<file path="config.mk">
export PLATFORM = sky130hd
export DESIGN_NAME = status_frame_rx
export DESIGN_NICKNAME = d
export VERILOG_FILES = /design/src/rtl/status_frame_rx.sv
export SDC_FILE = /design/constraint.sdc
export NUM_CORES = 1
export LEC_CHECK = 0
export BUFFER_PORTS_ARGS = -buffer_cell sky130_fd_sc_hd__buf_2
export CAP_MARGIN = 20
export CORE_MARGIN = 3
export CORE_UTILIZATION = 50
export CTS_BUF_LIST = sky130_fd_sc_hd__clkbuf_2 sky130_fd_sc_hd__clkbuf_4 sky130_fd_sc_hd__clkbuf_8
export CTS_CLUSTER_SIZE = 16
export DETAILED_ROUTE_END_ITERATION = 6
export PLACE_DENSITY = 0.78
export SLEW_MARGIN = 25
export SYNTH_ARGS = -nofsm -noshare
export SYNTH_HDL_FRONTEND = slang
export SYNTH_SLANG_ARGS = --single-unit
export TNS_END_PERCENT = 100
</file>
<file path="constraint.sdc">
create_clock -name clk -period 5.4 [get_ports clk]
set_input_delay 0.54 -clock clk [delete_from_list [all_inputs] [get_ports clk]]
set_output_delay 0.54 -clock clk [all_outputs]
set_load 0.02 [all_outputs]
</file>
<file path="src/rtl/status_frame_rx.sv">
// status_frame_rx: decodes pulse-width-coded status frames from the unit's sent line into a 16-bit word
module status_frame_rx #(
  parameter int FILT_LEN     = 4,
  parameter int W0_MIN       = 20,
  parameter int W0_MAX       = 60,
  parameter int W1_MIN       = 100,
  parameter int W1_MAX       = 140,
  parameter int WS_MIN       = 360,
  parameter int WS_MAX       = 440,
  parameter int GAP_MAX      = 400,
  parameter int LOSS_TIMEOUT = 40000
) (
  input  logic        clk,
  input  logic        rst_n,
  input  logic        sent_in,
  output logic [15:0] data_out,
  output logic        frame_valid,
  output logic        err_parity,
  output logic        err_frame,
  output logic        link_ok,
  output logic [7:0]  frame_cnt,
  output logic [7:0]  err_cnt
);
  localparam int FW = $clog2(FILT_LEN + 1);
  localparam int TW = $clog2(LOSS_TIMEOUT);
  typedef enum logic {IDLE, DATA} state_t;
  state_t state;
  logic s1, s2, lvl, lvl_d, fall_r;
  logic [FW-1:0] fcnt;
  logic [9:0] hi_cnt, lo_cnt, w_r;
  logic [4:0] bit_cnt;
  logic [15:0] sh;
  logic [TW-1:0] tmo;
  logic is0, is1, iss, bit_ok, last, par_ok, in_data, good, e_par, e_frm;
  always_comb begin
    is0 = w_r >= 10'(W0_MIN) && w_r <= 10'(W0_MAX);
    is1 = w_r >= 10'(W1_MIN) && w_r <= 10'(W1_MAX);
    iss = w_r >= 10'(WS_MIN) && w_r <= 10'(WS_MAX);
    bit_ok = is0 | is1;
    last = bit_cnt == 5'd16;
    par_ok = ~^{sh, is1};
    in_data = state == DATA;
    good = in_data && fall_r && bit_ok && last && par_ok;
    e_par = in_data && fall_r && bit_ok && last && !par_ok;
    e_frm = in_data && (fall_r ? !bit_ok : lo_cnt > 10'(GAP_MAX));
  end
  // fall_r/w_r add one stage so classification sees the completed high width
  always_ff @(posedge clk or negedge rst_n) begin
    if (!rst_n) begin
      s1 <= 1'b0;
      s2 <= 1'b0;
      lvl <= 1'b0;
      lvl_d <= 1'b0;
      fcnt <= '0;
      hi_cnt <= '0;
      lo_cnt <= '0;
      w_r <= '0;
      fall_r <= 1'b0;
      state <= IDLE;
      bit_cnt <= '0;
      sh <= '0;
      data_out <= '0;
      frame_valid <= 1'b0;
      err_parity <= 1'b0;
      err_frame <= 1'b0;
      link_ok <= 1'b0;
      tmo <= '0;
      frame_cnt <= '0;
      err_cnt <= '0;
    end else begin
      s1 <= sent_in;
      s2 <= s1;
      if (s2 != lvl) begin
        fcnt <= fcnt == FW'(FILT_LEN - 1) ? '0 : fcnt + 1'b1;
        if (fcnt == FW'(FILT_LEN - 1)) lvl <= s2;
      end else fcnt <= '0;
      lvl_d <= lvl;
      hi_cnt <= !lvl ? '0 : &hi_cnt ? hi_cnt : hi_cnt + 10'd1;
      lo_cnt <= lvl ? '0 : &lo_cnt ? lo_cnt : lo_cnt + 10'd1;
      fall_r <= lvl_d & ~lvl;
      w_r <= hi_cnt;
      frame_valid <= good;
      err_parity <= e_par;
      err_frame <= e_frm;
      if (state == IDLE) begin
        if (fall_r && iss) begin
          state <= DATA;
          bit_cnt <= '0;
        end
      end else if (fall_r) begin
        if (bit_ok && last) state <= IDLE;
        else if (bit_ok) begin
          sh <= {sh[14:0], is1};
          bit_cnt <= bit_cnt + 5'd1;
        end else if (iss) bit_cnt <= '0;
        else state <= IDLE;
      end else if (e_frm) state <= IDLE;
      if (good) begin
        data_out <= sh;
        frame_cnt <= frame_cnt + 8'd1;
      end
      if ((e_par | e_frm) && err_cnt != 8'hFF) err_cnt <= err_cnt + 8'd1;
      if (good) begin
        link_ok <= 1'b1;
        tmo <= '0;
      end else if (link_ok) begin
        tmo <= tmo + 1'b1;
        if (tmo == TW'(LOSS_TIMEOUT - 1)) link_ok <= 1'b0;
      end
    end
  end
endmodule
</file>
; ---- Yosys cells after proc, flatten, opt, wreduce, memory -nomap -nowiden
; Cells that the tools add are included.
[totals]
ff_bits = 112
out_inout_bits = 36
inputBits = 3
word_cells = 96
[classes]
n_lt_le_gt_ge = 7
muxes = 25
addsub = 7
n_reduce_logical = 22
n_eq_ne = 10
bitwise = 5
[op_table]
columns = op, n
row1 = 2-to-1 mux 10 bit, 4
row2 = 2-to-1 mux 16 bit, 2
row3 = 2-to-1 mux 5 bit, 6
row4 = "adder 10 x 1 -> 10 bit, second input constant", 2
row5 = AND reduction 10 bit, 2
row6 = XNOR reduction 17 bit, 1
row7 = "adder 16 x 1 -> 16 bit, second input constant", 1
row8 = "adder 8 x 1 -> 8 bit, second input constant", 2
row9 = "equality test 16 bit, second input constant", 1
row10 = logical AND 1 bit, 12
row11 = 2-to-1 mux 1 bit, 11
row12 = ">= comparator 10 x 5 -> 1 bit, second input constant", 1
row13 = ">= comparator 10 x 7 -> 1 bit, second input constant", 1
row14 = ">= comparator 10 x 9 -> 1 bit, second input constant", 1
row15 = "> comparator 10 x 9 -> 1 bit, second input constant", 1
row16 = "<= comparator 10 x 6 -> 1 bit, second input constant", 1
row17 = "<= comparator 10 x 8 -> 1 bit, second input constant", 1
row18 = "<= comparator 10 x 9 -> 1 bit, second input constant", 1
row19 = "inequality test 8 bit, second input constant", 1
row20 = AND reduction 4 bit, 2
row21 = 2-to-1 mux 3 bit, 2
row22 = "inequality test 2 bit, second input constant", 3
row23 = "adder 5 x 1 -> 5 bit, second input constant", 1
row24 = "equality test 5 bit, second input constant", 1
row25 = 11 further kinds, 15

; ---- Logic depth before layout (Yosys ltp)
[logic_depth]
ltp_word = 9
mapped_depth = 10
depth_no_buf = 10

; ---- Worst setup path before layout
; OpenSTA, ideal clock, no wires.
[synth_path]
kind = reg2reg
from = register lo_cnt[0]
to = register err_cnt[1]
t_required_ns = 5.272
period_less_slack_ns = 2.350
arrival_time_ns = 2.223
path_slack_ns = 3.050
n_path_buf = 0
setup_time_ns = 0.128
path_stages_with_launch = 10
path_cell_list = dfrtp_1 -> inv_1 -> ha_1 -> or3b_1 -> a211o_1 -> a311o_1 -> o211a_1 -> nand2b_1 -> o31ai_4 -> mux2_1
[synth_via]
elab_chain_len = 5
[synth_rtl]
columns = element, line
row1 = from (decl), 30  ; logic [9:0] hi_cnt, lo_cnt, w_r;
row2 = from (signal assigned), 79  ; lo_cnt <= lvl ? '0 : &lo_cnt ? lo_cnt : lo_cnt + 10'd1;
row3 = > comparator 10 x 9 -> 1 bit, 45  ; e_frm = in_data && (fall_r ? !bit_ok : lo_cnt > 10'(GAP_MAX));
row4 = 2-to-1 mux 1 bit, 45
row5 = logical AND 1 bit, 45
row6 = net e_frm, 34  ; logic is0, is1, iss, bit_ok, last, par_ok, in_data, good, e_par, e_frm;
row7 = bitwise OR 1 bit, 102  ; if ((e_par | e_frm) && err_cnt != 8'hFF) err_cnt <= err_cnt + 8'd1;
row8 = logical AND 1 bit, 102
row9 = to (signal assigned), 102
row10 = to (decl), 22  ; output logic [7:0] err_cnt
; The timed path passes the listed nets, and every way through them passes these cells.
; A chain may end at the register's enable or synchronous reset.

; ---- Worst setup path in the final report
[layout_path]
from = register w_r[4]
to = register data_out[15]
[layout_via]
elab_chain_len = 6
elab_cells_between_ends = 11
cone_classes = order compare (4) / bitwise (1) / reduce/logical (6)
[layout_rtl]
columns = element, line
row1 = from (decl), 30
row2 = from (signal assigned), 81  ; w_r <= hi_cnt;
row3 = branches (longest 5 deep; another with >= comparator 10 x 7 -> 1 bit), --
row4 = logical AND 1 bit (*), 43  ; good = in_data && fall_r && bit_ok && last && par_ok;
row5 = to (signal assigned), 99  ; data_out <= sh;
row6 = to (decl), 16  ; output logic [15:0] data_out,
; Every way passes the cells marked *.

==> results_dict.tcl <==
set metrics [dict create \
    grt_pass1_vias 3233 \
    synth_compound_area_share_pct 5.31 \
    h-tree-depth 3 \
    antenna_found_initial 0 \
    synth_edf_count 0 \
    synth_xor_area_share_pct 9.92 \
    vias 3162 \
    cts_setup_buffers 0 \
    clk-insertion-delay-late_ns 0.37 \
    drive_above_1_share_pct 20.3 \
    p_leak_uw 0.00270 \
    dp_slack_ns 2.62 \
    ir_drop_v 0.000215 \
    cp_max_fo 22 \
    r2r_slack_ns 2.62 \
    viasPerCell 5.33 \
    clk_path_buf_depth 2 \
    dr.pass1.iters 4 \
    hp-class "in2async" \
    yosysTopAreaCellShare_pct 55.8 \
    synthMuxAreaShare_pct 9.55 \
    synth-adder-area-share_pct 2.24 \
    synth_area_per_cell_um2 12.0 \
    period_minus_slack_ns 2.78 \
    grt_use_total_pct 16.2 \
    cts.sinks 112 \
    cts_inserted_buffers 9 \
    fin_crit_sh_pct 51.5 \
    grt_pass1_wl_mm 15.0 \
    cp.required_ns 5.66 \
    grt_max_degree 58 \
    worst_pin_slew_ns 0.852 \
    fp.coreArea_um2 9500 \
    path_clk_slew_ns 0.10 \
    synth-seq-cells 112 \
    area_growth_pct 9.87 \
    slew_violations 0 \
    drt_iter0_markers 158 \
    yosys_warnings 0 \
    skew_ns 0.00814 \
    setup_viol 0 \
    rows 35 \
    status "finished clean" \
    yosysTopAreaCell "dfrtp_1" \
    setup_slack_ns 2.62 \
    diodes 0 \
    fmax_ghz 0.360 \
    finalHoldViolCount 0 \
    hpwl_mm 5.94 \
    arrival_ns 3.04 \
    synth_commonest_cells "dfrtp_1, nor2_1, xnor2_1" \
    async_flop_share_pct 100 \
    cts_tree "built" \
    hold_buffers 0 \
    syn_nets 432 \
    die_x_um 106 \
    cap_violations 0 \
    final.setup.tns_ns 0 \
    startpoint_type "flip-flop" \
    drc 0 \
    gp_congestion 0.771 \
    yosysMostFrequentCell "dfrtp_1" \
    wl_per_cell_um 14.2 \
    synth_area_um2 5020 \
    io_pins 39 \
    synth_ff_type "dfrtp_1" \
    synth-seq-area-share_pct 55.8 \
    rsz0062_at_grt "false" \
    rr_worst_depth 7 \
    worstSetupPathType "reg2reg" \
    ant_nets 0 \
    drt-total-wl_mm 8.42 \
    fp.dieArea_um2 11300 \
    synth_top_family_by_area "simple AND/OR/NAND/NOR gates" \
    die_h_um 106 \
    grt_overflow_total 0 \
    cts_resized 0 \
    finalNetCount 471 \
    synth_cells 420 \
    cp-end-kind "flip-flop" \
    yosys-top-cells-area "dfrtp_1, xnor2_1, xor2_1" \
    start_util_pct 52.8 \
    relSlewSlack_pct 43.2 \
    root_buffer "clkbuf_8" \
    powerDensity_nw_per_um2 273 \
    synth-simple-area-share_pct 15.1 \
    io_buffers 38 \
    synth_cell_types 47 \
]
==> path summary, 6_finish.rpt <==
path | startpoint | end
setup / recovery | w_r[4] | data_out[15]
hold / removal | rst_n | err_cnt[4]
setup reg to reg | w_r[4] | data_out[15]
hold reg to reg | s1 | s2
max in group asynchronous | rst_n | bit_cnt[0]
min in group clk | sent_in | s1
==> placed cells by master, fill, tap and decap left out, drive strengths merged, types with 2 or more instances in the layout <==
cell,instances
a211oi,3
a21oi,6
a311oi,2
a31oi,3
and3,14
and4,2
and4b,3
buf,40
clkbuf,11
clkinv,2
clkinvlp,3
dfrtp,112
ha,9
inv,8
mux2,34
mux2i,4
nand2,20
nand2b,2
nand3,11
nand4,20
nor2,47
nor2b,5
nor3,9
nor3b,3
nor4b,2
o211ai,2
o21ai,14
or2,2
or3,3
xnor2,30
xor2,26
==> registers in the layout, indices dropped and copies added, names as in the netlist <==
| name | cells |
|---|---|
| sh | 16 |
| s2 | 1 |
| lvl_d | 1 |
| s1 | 1 |
| err_parity | 1 |
| lo_cnt | 10 |
| lvl | 1 |
| w_r | 10 |
| fall_r | 1 |
| tmo | 16 |
| err_cnt | 8 |
| data_out | 16 |
| in_data | 1 |
| frame_cnt | 8 |
| fcnt | 3 |
| hi_cnt | 10 |
| bit_cnt | 5 |
| link_ok | 1 |
| err_frame | 1 |
| frame_valid | 1 |
==> critical path, stage by stage (launching register included) <==
cell	delay, ns
dfrtp_1	0.43
inv_1	0.07
or3_1	0.40
a211oi_1	0.38
mux2i_1	0.21
nor2_4	0.58
buf_16	0.24
mux2_2	0.35
==> stage by stage <==
step           area (µm²)  std cells  hold WS [ns]  power [µW]  utilization (%)
6_report             5520        593         0.211        1510             58.0
5_1_grt              5520        593         0.255        1580             58.0
4_1_cts              5520        593         0.241        1520             58.0
3_5_place_dp         5340        577         0.335        1070             56.2
3_3_place_gp         5310        576         0.336        1060             55.9
2_1_floorplan        5020        420         0.244        1020                -
==> routing by layer <==
layer	wire length (µm)	track usage [%]	vias to the layer above	part of all wire [%]
li1	-	-	1546	-
met1	3870	20.8	1566	46
met2	4220	27.7	44	50
met3	251	4.55	6	3.0
met4	82	3.33	0	0.97
met5	0	0	-	0
==> where the power goes <==
part / internal [µW] / leakage, µW / switching [µW]
registers: 882 / 0.00155 / 48.4
clock network: 184 / 0.0000848 / 272
logic: 47.5 / 0.00107 / 71.7
total: 1110 / 0.00270 / 392
==> logic make-up after synthesis <==
group	count (synthesis)
and+or+nand+nor	146
DFF	112
xor gates and xnor gates	56
AOI/OAI and AO/OA	39
muxes	38
buffers and inverters	20
adders and majority gates	9
==> area by class of cell <==
class | instances | area, µm²
Timing Repair Buffer | 40 | 228
Fill cell | 778 | 3990
Sequential cell | 112 | 2800
Clock buffer | 11 | 145
Multi-Input combinational cell | 288 | 2120
Inverter | 8 | 30.0
Tap cell | 129 | 161
Clock inverter | 5 | 32.5
No activity file was read; power rests on OpenSTA's default activity.
